**config.mk**
```make
export PLATFORM = sky130hd
export DESIGN_NAME = schwap_window_file
export DESIGN_NICKNAME = d
export VERILOG_FILES = /design/src/rtl/schwap_pkg.sv /design/src/rtl/schwap_win_ctrl.sv /design/src/rtl/schwap_window_file.sv
export SDC_FILE = /design/constraint.sdc
export NUM_CORES = 1
export LEC_CHECK = 0
export BUFFER_PORTS_ARGS = -buffer_cell sky130_fd_sc_hd__buf_2
export CAP_MARGIN = 30
export CELL_PAD_IN_SITES_DETAIL_PLACEMENT = 1
export CELL_PAD_IN_SITES_GLOBAL_PLACEMENT = 2
export CORE_UTILIZATION = 35
export DETAILED_ROUTE_END_ITERATION = 12
export PLACE_DENSITY = 0.67
export SLEW_MARGIN = 0
export SYNTH_ARGS = -nofsm -noshare
export SYNTH_HDL_FRONTEND = slang
export SYNTH_HIERARCHICAL = 1
export SYNTH_SLANG_ARGS = --single-unit
```
**constraint.sdc**
```tcl
create_clock -name clk -period 2.9 [get_ports clk]
set_clock_uncertainty 0.05 [all_clocks]
set_input_delay 0.435 -clock clk [delete_from_list [all_inputs] [get_ports clk]]
set_output_delay 0.435 -clock clk [all_outputs]
set_load 0.03 [all_outputs]
```
**src/rtl/schwap_pkg.sv**
```systemverilog
// Shared definitions for the windowed register file.
//   clr_state_t : clear-engine FSM encoding (IDLE=0, CLEAR=1)
//   DEF_*       : default width parameters
package schwap_pkg;

  typedef enum logic {
    IDLE  = 1'b0,
    CLEAR = 1'b1
  } clr_state_t;

  localparam int DEF_DATA_W = 16;
  localparam int DEF_ADDR_W = 2;
  localparam int DEF_WIN_W  = 4;

endpackage

```
**src/rtl/schwap_win_ctrl.sv**
```systemverilog
// Window controller: current window, push/pop depth tracking, rejection
// pulses and the multi-cycle window-clear engine. Produces the effective
// write port (user write or clear write) for the storage array.
//
// state | meaning
// IDLE  | normal operation, user writes and window ops accepted
// CLEAR | zeroing reg[cur_win][cnt], one register per cycle
//
// Ports:
//   clk, reset                        clock, synchronous active-high reset
//   write_en/write_addr/write_data    user write request
//   win_load/win_sel                  absolute window load
//   win_push/win_pop                  relative window moves
//   win_clear                         start clearing the current window
//   cur_win, depth                    current window and push depth
//   busy, overflow, underflow         clear active, push/pop rejected pulses
//   arr_we/arr_addr/arr_data          effective write into the array
//   wr_accept                         user write accepted this cycle
module schwap_win_ctrl
  import schwap_pkg::*;
#(
  parameter int DATA_W = DEF_DATA_W,
  parameter int ADDR_W = DEF_ADDR_W,
  parameter int WIN_W  = DEF_WIN_W
) (
  input  logic              clk,
  input  logic              reset,
  input  logic              write_en,
  input  logic [ADDR_W-1:0] write_addr,
  input  logic [DATA_W-1:0] write_data,
  input  logic              win_load,
  input  logic [WIN_W-1:0]  win_sel,
  input  logic              win_push,
  input  logic              win_pop,
  input  logic              win_clear,
  output logic [WIN_W-1:0]  cur_win,
  output logic [WIN_W-1:0]  depth,
  output logic              busy,
  output logic              overflow,
  output logic              underflow,
  output logic              arr_we,
  output logic [ADDR_W-1:0] arr_addr,
  output logic [DATA_W-1:0] arr_data,
  output logic              wr_accept
);

  localparam logic [WIN_W-1:0]  MAX_DEPTH = '1;
  localparam logic [ADDR_W-1:0] LAST_REG  = '1;

  clr_state_t        state;
  logic [ADDR_W-1:0] cnt;
  logic              win_op;

  // Any window strobe (even a cancelling push+pop) suppresses a clear request.
  assign win_op = win_load | win_push | win_pop;

  always_ff @(posedge clk) begin
    if (reset) begin
      state     <= IDLE;
      cnt       <= '0;
      cur_win   <= '0;
      depth     <= '0;
      busy      <= 1'b0;
      overflow  <= 1'b0;
      underflow <= 1'b0;
    end else begin
      overflow  <= 1'b0;
      underflow <= 1'b0;
      case (state)
        IDLE: begin
          if (win_load) begin
            cur_win <= win_sel;
          end else if (win_push && !win_pop) begin
            if (depth == MAX_DEPTH) begin
              overflow <= 1'b1;
            end else begin
              cur_win <= cur_win + 1'b1;
              depth   <= depth + 1'b1;
            end
          end else if (win_pop && !win_push) begin
            if (depth == '0) begin
              underflow <= 1'b1;
            end else begin
              cur_win <= cur_win - 1'b1;
              depth   <= depth - 1'b1;
            end
          end else if (win_clear && !win_op) begin
            state <= CLEAR;
            cnt   <= '0;
            busy  <= 1'b1;
          end
        end
        CLEAR: begin
          cnt <= cnt + 1'b1;
          if (cnt == LAST_REG) begin
            state <= IDLE;
            busy  <= 1'b0;
          end
        end
        default: state <= IDLE;
      endcase
    end
  end

  assign wr_accept = write_en && !busy;
  // Array writes are held off during reset so a reset mid-clear freezes the
  // array exactly as the clear had left it.
  assign arr_we    = (busy || write_en) && !reset;
  assign arr_addr  = busy ? cnt : write_addr;
  assign arr_data  = busy ? '0 : write_data;

endmodule

```
**src/rtl/schwap_window_file.sv**
```systemverilog
// Windowed architectural register file: 2^WIN_W windows of 2^ADDR_W
// registers, DATA_W bits each, with registered dual read ports and
// write-to-read bypass.
//
// Ports:
//   clk, reset                      clock, synchronous active-high reset
//   write/writeAddr/writeData       write into the current window
//   readAddrA/B -> readDataA/B      registered reads of the current window
//   winLoad/winSel/winPush/winPop   window selection
//   winClear                        zero every register of the current window
//   curWin, depth                   current window and push depth
//   busy, overflow, underflow       clear active, push/pop rejected pulses
module schwap_window_file
  import schwap_pkg::*;
#(
  parameter int DATA_W = DEF_DATA_W,
  parameter int ADDR_W = DEF_ADDR_W,
  parameter int WIN_W  = DEF_WIN_W
) (
  input  logic              clk,
  input  logic              reset,
  input  logic              write,
  input  logic [ADDR_W-1:0] writeAddr,
  input  logic [DATA_W-1:0] writeData,
  input  logic [ADDR_W-1:0] readAddrA,
  input  logic [ADDR_W-1:0] readAddrB,
  output logic [DATA_W-1:0] readDataA,
  output logic [DATA_W-1:0] readDataB,
  input  logic              winLoad,
  input  logic [WIN_W-1:0]  winSel,
  input  logic              winPush,
  input  logic              winPop,
  input  logic              winClear,
  output logic [WIN_W-1:0]  curWin,
  output logic [WIN_W-1:0]  depth,
  output logic              busy,
  output logic              overflow,
  output logic              underflow
);

  localparam int DEPTH = 1 << (WIN_W + ADDR_W);

  logic [DATA_W-1:0] mem [0:DEPTH-1];

  logic              arr_we;
  logic [ADDR_W-1:0] arr_addr;
  logic [DATA_W-1:0] arr_data;
  logic              wr_accept;

  schwap_win_ctrl #(
    .DATA_W(DATA_W),
    .ADDR_W(ADDR_W),
    .WIN_W (WIN_W)
  ) u_ctrl (
    .clk       (clk),
    .reset     (reset),
    .write_en  (write),
    .write_addr(writeAddr),
    .write_data(writeData),
    .win_load  (winLoad),
    .win_sel   (winSel),
    .win_push  (winPush),
    .win_pop   (winPop),
    .win_clear (winClear),
    .cur_win   (curWin),
    .depth     (depth),
    .busy      (busy),
    .overflow  (overflow),
    .underflow (underflow),
    .arr_we    (arr_we),
    .arr_addr  (arr_addr),
    .arr_data  (arr_data),
    .wr_accept (wr_accept)
  );

  // Storage is deliberately not reset.
  always_ff @(posedge clk) begin
    if (arr_we) begin
      mem[{curWin, arr_addr}] <= arr_data;
    end
  end

  // Bypass only covers accepted user writes; clear writes are not forwarded.
  always_ff @(posedge clk) begin
    if (reset) begin
      readDataA <= '0;
      readDataB <= '0;
    end else begin
      readDataA <= (wr_accept && (writeAddr == readAddrA)) ? writeData
                                                            : mem[{curWin, readAddrA}];
      readDataB <= (wr_accept && (writeAddr == readAddrB)) ? writeData
                                                            : mem[{curWin, readAddrB}];
    end
  end

endmodule

```
# ---- Yosys cells after proc, flatten, opt, wreduce, memory -nomap -nowiden
# Memories as Yosys holds them, arrays and structs flattened.
# Index checks and enable logic that the tools add are counted.
dict set report totals {
  input_bits 33
  output_inout_bits 43
  wordCells 90
  mem_count 1
  register_bits 46
  ram_bits 1024
}
# memory words width read_ports rd_ports_with_merged_regs write_ports line_no
set mem_list {}
lappend mem_list {mem 64 16 2 0 1 schwap_window_file.sv:43} ;# logic [DATA_W-1:0] mem [0:DEPTH-1];
dict set report op_classes {
  addsub 5
  n_bitwise 6
  eq_ne 13
  n_reduce_logical 22
  muxes 34
}
# operator count
set ops {}
lappend ops {{2-to-1 mux 16 bit} 3}
lappend ops {{2-to-1 mux 4 bit} 9}
lappend ops {{2-to-1 mux 1 bit} 14}
lappend ops {{2-to-1 mux 2 bit} 5}
lappend ops {{inequality test 2 bit, second input constant} 5}
lappend ops {{AND reduction 5 bit} 2}
lappend ops {{adder 4 x 1 -> 4 bit, second input constant} 2}
lappend ops {{AND reduction 4 bit} 2}
lappend ops {{subtractor 4 x 1 -> 4 bit, second input constant} 2}
lappend ops {{logical AND 1 bit} 7}
lappend ops {{logical NOT 1 bit} 5}
lappend ops {{OR reduction 5 bit} 1}
lappend ops {{== test 2 bit} 2}
lappend ops {{== test 4 bit, second input constant} 1}
lappend ops {{logical NOT 4 bit} 1}
lappend ops {{inequality test 2 x 1 -> 1 bit, second input constant} 2}
lappend ops {{NOT 1 bit} 4}
lappend ops {{case mux 1 bit (2 select lines)} 2}
lappend ops {{case mux 2 bit (2 select lines)} 1}
lappend ops {{OR reduction 4 bit} 1}
lappend ops {{inequality test 3 x 2 -> 1 bit, second input constant} 1}
lappend ops {{inequality test 3 bit, second input constant} 1}
lappend ops {{nonzero test 3 bit} 1}
lappend ops {{adder 2 x 1 -> 2 bit, second input constant} 1}
lappend ops {{4 further kinds} 5}

# ---- Logic depth before layout (Yosys ltp)
dict set report depth {
  ltp_word 9
  mapped_depth 10
  ltp_nobuf 7
}

# ---- Hierarchy
# Netlist, hierarchy kept.
# module cells_each seq_area_each_um2 area_each_um2 instances
set by_module_without_submodules {}
lappend by_module_without_submodules {schwap_window_file 2541 31390.1 48894.4 1}
lappend by_module_without_submodules {schwap_win_ctrl 107 280.3 915.9 1}

# ---- Least setup slack after synthesis
# Ideal clock, no wire load.
dict set report synth_path {
  path_type {flip-flop to flip-flop}
  startpoint {register u_ctrl.busy}
  endpoint {memory mem[48][0] (netlist bit) (enable)}
  setup_slack_ns -0.326
  path_buffers 1
  t_required_ns 2.441
  setup_ns 0.409
  path_stages_with_launch 6
  arrival_time_ns 2.767
  period_less_slack_ns 3.226
  path_cell_list {dfxtp_1 -> clkbuf_1 -> mux2_2 -> nor2b_1 -> nand2_1 -> nor3_1}
}
dict set report synth_via {
  word_cells_on_any_way 5
  classes_between {mux: 3; reduce/logical: 2}
}
# item line_no
set synth_lines {}
lappend synth_lines {{start, declared} schwap_win_ctrl.sv:38} ;# output logic busy,
lappend synth_lines {{start signal, assigned} schwap_win_ctrl.sv:63} ;# busy <= 1'b0;
lappend synth_lines {{start signal, assigned} schwap_win_ctrl.sv:90} ;# busy <= 1'b1;
lappend synth_lines {{start signal, assigned} schwap_win_ctrl.sv:97} ;# busy <= 1'b0;
lappend synth_lines {{2-to-1 mux 2 bit} schwap_win_ctrl.sv:109} ;# assign arr_addr = busy ? cnt : write_addr;
lappend synth_lines {{net arr_addr[0]} schwap_window_file.sv:46} ;# logic [ADDR_W-1:0] arr_addr;
lappend synth_lines {{end, declared} schwap_window_file.sv:43}
# The timed path passes the listed nets, and every way through them passes these cells.

# ---- Final worst setup path
dict set report layout_path {
  startpoint {register u_ctrl.cur_win[1]}
  endpoint {register readDataA[6]}
}
dict set report layout_via {
  elab_chain_cells 2
}
# item line_no
set layout_lines {}
lappend layout_lines {{start, declared} schwap_win_ctrl.sv:36} ;# output logic [WIN_W-1:0] cur_win,
lappend layout_lines {{start signal, assigned} schwap_win_ctrl.sv:72} ;# cur_win <= win_sel;
lappend layout_lines {{start signal, assigned} schwap_win_ctrl.sv:77} ;# cur_win <= cur_win + 1'b1;
lappend layout_lines {{start signal, assigned} schwap_win_ctrl.sv:84} ;# cur_win <= cur_win - 1'b1;
lappend layout_lines {{memory read (64 x 16 bit)} -}
lappend layout_lines {{2-to-1 mux 16 bit} schwap_window_file.sv:89} ;# readDataA <= (wr_accept && (writeAddr == readAddrA)) ? writeData
lappend layout_lines {{end signal, assigned} schwap_window_file.sv:89}
lappend layout_lines {{end, declared} schwap_window_file.sv:27} ;# output logic [DATA_W-1:0] readDataA,
# Every way passes these cells.
# A chain may end at the register's enable or synchronous reset.

==> metrics.txt <==
total CTS buffers=116; Worst-path clk slew=0.06 ns; Slew Limit Fails=0; Syn Area/Cell=about 19 µm²; Fillers=13.44k; Maximum Capacitance Violations=0; CTS Root Cell=clkbuf_16; fmax=346.4 MHz; vias=around 32k; register area share after synthesis=63.58%; row count=138; Worst EP required=3.49 ns; Setup-failing EPs final=0; Max transition margin=29.13%; Residual DRC=0; commonest non-fill, non-tap cell in the layout=edfxtp_1; Iteration-0 DRC Markers=4095; layout cells sized above 1=about two fifths; synthesized flop and latch total=1070; routability cong.=0.9498; Crit Path Class=flip-flop to flip-flop; Post-DP HPWL=135600 µm; Ports=76; fin util=42.66%; die width=around 380 µm; nets=3126; post-synthesis compound-gate area fraction=roughly 5.3%; Power Dens Cells=roughly 630 nW/µm²; TritonCTS clock tree=done; post-DR vias/cell=between 6 and 7; Setup TNS=0 ns; Post-Synth XOR/XNOR Area=0.1758%; post-synth net total=between 2k and 3k; Remaining Overflow, GRT=0; peak supply drop=roughly 0.46 mV; antenna viol nets, final=0; R2R Path Start=u_ctrl/cur_win[1]$_SDFFE_PP0P_; Power Total=0.03817 W; RSZ-0062 raised after global routing=false; worst-path maximum fanout=18; Avg WL per Cell=38.76 µm; Skew-Pair Late Insertion Delay=0.78 ns; Die H=379.2 µm; Lkg Pwr=19.77 nW; Min-Delay Endpoint=u_ctrl/cur_win[1]$_SDFFE_PP0P_; fin cells=5082; mux cell area share after synthesis=24.09%; post-placement cell count=4839; CP startpoint kind=flip-flop; vias in the first global route=32.19k; Least-Margin Pin Slew=1.063 ns; reg2reg setup slack=0.01 ns; hold crit path type=input pin to flip-flop; Area Overhead vs Synth=21.10%; Post-synth EDFFs=slightly above 1k; slowest CP cell=dfxtp_4; final hold vios=0; CTS sink count=1070; slowest stage delay, CP=~0.5 ns; R2R depth=8; Synth Area in Adders=less than 1%; largest family of logic cells by synthesized area=multiplexers; Multi-input gate area=approximately 17000 µm²; first-pass GRT wire length=269800 µm; final worst path period need=2.887 ns; CP cell instances=buf_16 -> buf_12 -> and4b_1 -> buf_4 -> a22oi_2 -> nand4_1 -> a211oi_2 -> a31oi_1; mapped cell area=49810 µm²; H-Tree Depth=3; HP Start=winLoad; share of flip-flops with an asynchronous set or reset=0%; post-synthesis cell type count=85; Sequential Area=approximately 32000 µm²; initial core utilization=35.22%; initial antenna violation count=16; simple-gate share of the synthesized area=4.052%; final WL=197000 µm; crit share post-route=~100%; pin count of the biggest net entering global routing=65; Arr. time, crit path=3.47 ns; Max clock buf depth=3; Post-Syn Instances=2648; Worst Hold Slack=between 0.06 and 0.07 ns; Post-synth top flop=edfxtp_1; Core ar.=about 140000 µm²; Port Buffers=75; CP Capture Type=flip-flop; Reg-to-Reg End=readDataA[6]$_SDFF_PP0_; worst hold stages=3; Total GRT Usage=~28%; status=finished, final reports clean; most frequent cells in the layout=1024 x edfxtp_1, 481 x mux4_2, 336 x buf_4; first-pass iteration count of the detailed router=5; yosys warns=6; Die ar.=143800 µm²
[cell type report]
type | instances | area share (%)
multi-input cells | 1363 | 28.44
flip-flops and latches | 1070 | 52.52
well taps | 1890 | 3.920
clock inverters | 67 | 1.242
diodes | 2 | 0.008297
clock buffers | 153 | 5.345
repair buffers | 530 | 8.477
inverters | 7 | 0.04356
[state kept, by name, indices dropped and copies added (netlist names)]
register and cells:
readDataA 16, u_ctrl/cnt 2, u_ctrl/busy 1, u_ctrl/state 1
u_ctrl/depth 4, u_ctrl/underflow 1, u_ctrl/overflow 1, u_ctrl/cur_win 4
mem 1024, readDataB 16
[cell usage after synthesis (28+ instances only)]
cell	number	share of area (%)
a22oi_1	119	1.8
nor2_1	126	0.95
o21ai_0	28	0.28
nand2_1	96	0.72
dfxtp_1	46	1.8
edfxtp_1	1024	62
nand3_1	40	0.40
buf_2	61	0.61
mux4_2	481	22
nor2b_1	35	0.44
clkbuf_1	63	0.47
buf_6	30	0.68
a21oi_1	72	0.72
mux2i_1	74	1.5
buf_4	36	0.54
[repair_timing]
| item | CTS | global route |
|---|---|---|
| pin swaps | 0 | 0 |
| endpoints found under the setup margin | 3 | 2 |
| hold endpoints to repair | 26 | 0 |
| buffers inserted | 1 | 0 |
| gates resized for setup | 3 | 2 |
| hold buffers | 20 | 0 |
[cells by family after synthesis]
logic type / count (synthesis)
compound gates: 369
fa+ha+maj: 5
mux: 577
xor+xnor: 10
buf+inv: 215
flops: 1070
simple gates: 402
[through the flow]
| stage | worst slack (ns) | cell area (µm²) |
|---|---|---|
| floorplan | -0.3265 | 49880 |
| global placement | -0.3891 | 56060 |
| detailed placement | -0.4169 | 56090 |
| CTS | 0.02275 | 60310 |
| global route | 0.02849 | 60320 |
| finish | 0.01325 | 60320 |
[where the power goes]
part / switching (W) / total, W / internal (W)
Clock: 0.00646 / 0.0154 / 0.00898
Combinational: 0.00340 / 0.00534 / 0.00193
Sequential: 0.000178 / 0.0174 / 0.0172
[routing by layer]
metal	track usage, %	wire [µm]	share of wire (%)	vias to the layer above
met5	0	99	0.050	-
met4	10.99	8201	4.2	12
met3	6.225	20410	10	319
met2	42.85	91050	46	1894
met1	37.42	77200	39	17108
li1	-	-	-	12250
[how the worst max path moves through the flow]
stage	startpoint	to	slack, ns	cells past startpoint
6_report	u_ctrl/cur_win[1]$_SDFFE_PP0P_	readDataA[6]$_SDFF_PP0_	0.01	8
3_3_place_gp	readAddrA[1]	readDataA[6]$_SDFF_PP0_	-0.39	9
2_1_floorplan	u_ctrl/busy$_SDFFE_PP0P_	mem[48][0]$_DFFE_PP_	-0.33	5
5_1_grt	u_ctrl/cur_win[1]$_SDFFE_PP0P_	readDataA[6]$_SDFF_PP0_	0.03	8
4_1_cts	u_ctrl/cur_win[1]$_SDFFE_PP0P_	readDataB[14]$_SDFF_PP0_	0.02	8
3_5_place_dp	readAddrA[1]	readDataA[6]$_SDFF_PP0_	-0.42	9
[critical path, delay by kind of cell, from the launching register on]
kind	cells	cell delay (ns)
DFF	1	0.50
AOI/OAI and AO/OA	3	0.98
buffers and inverters	3	0.65
and+or+nand+nor	2	0.55
Power figures use the tool's default switching activity.
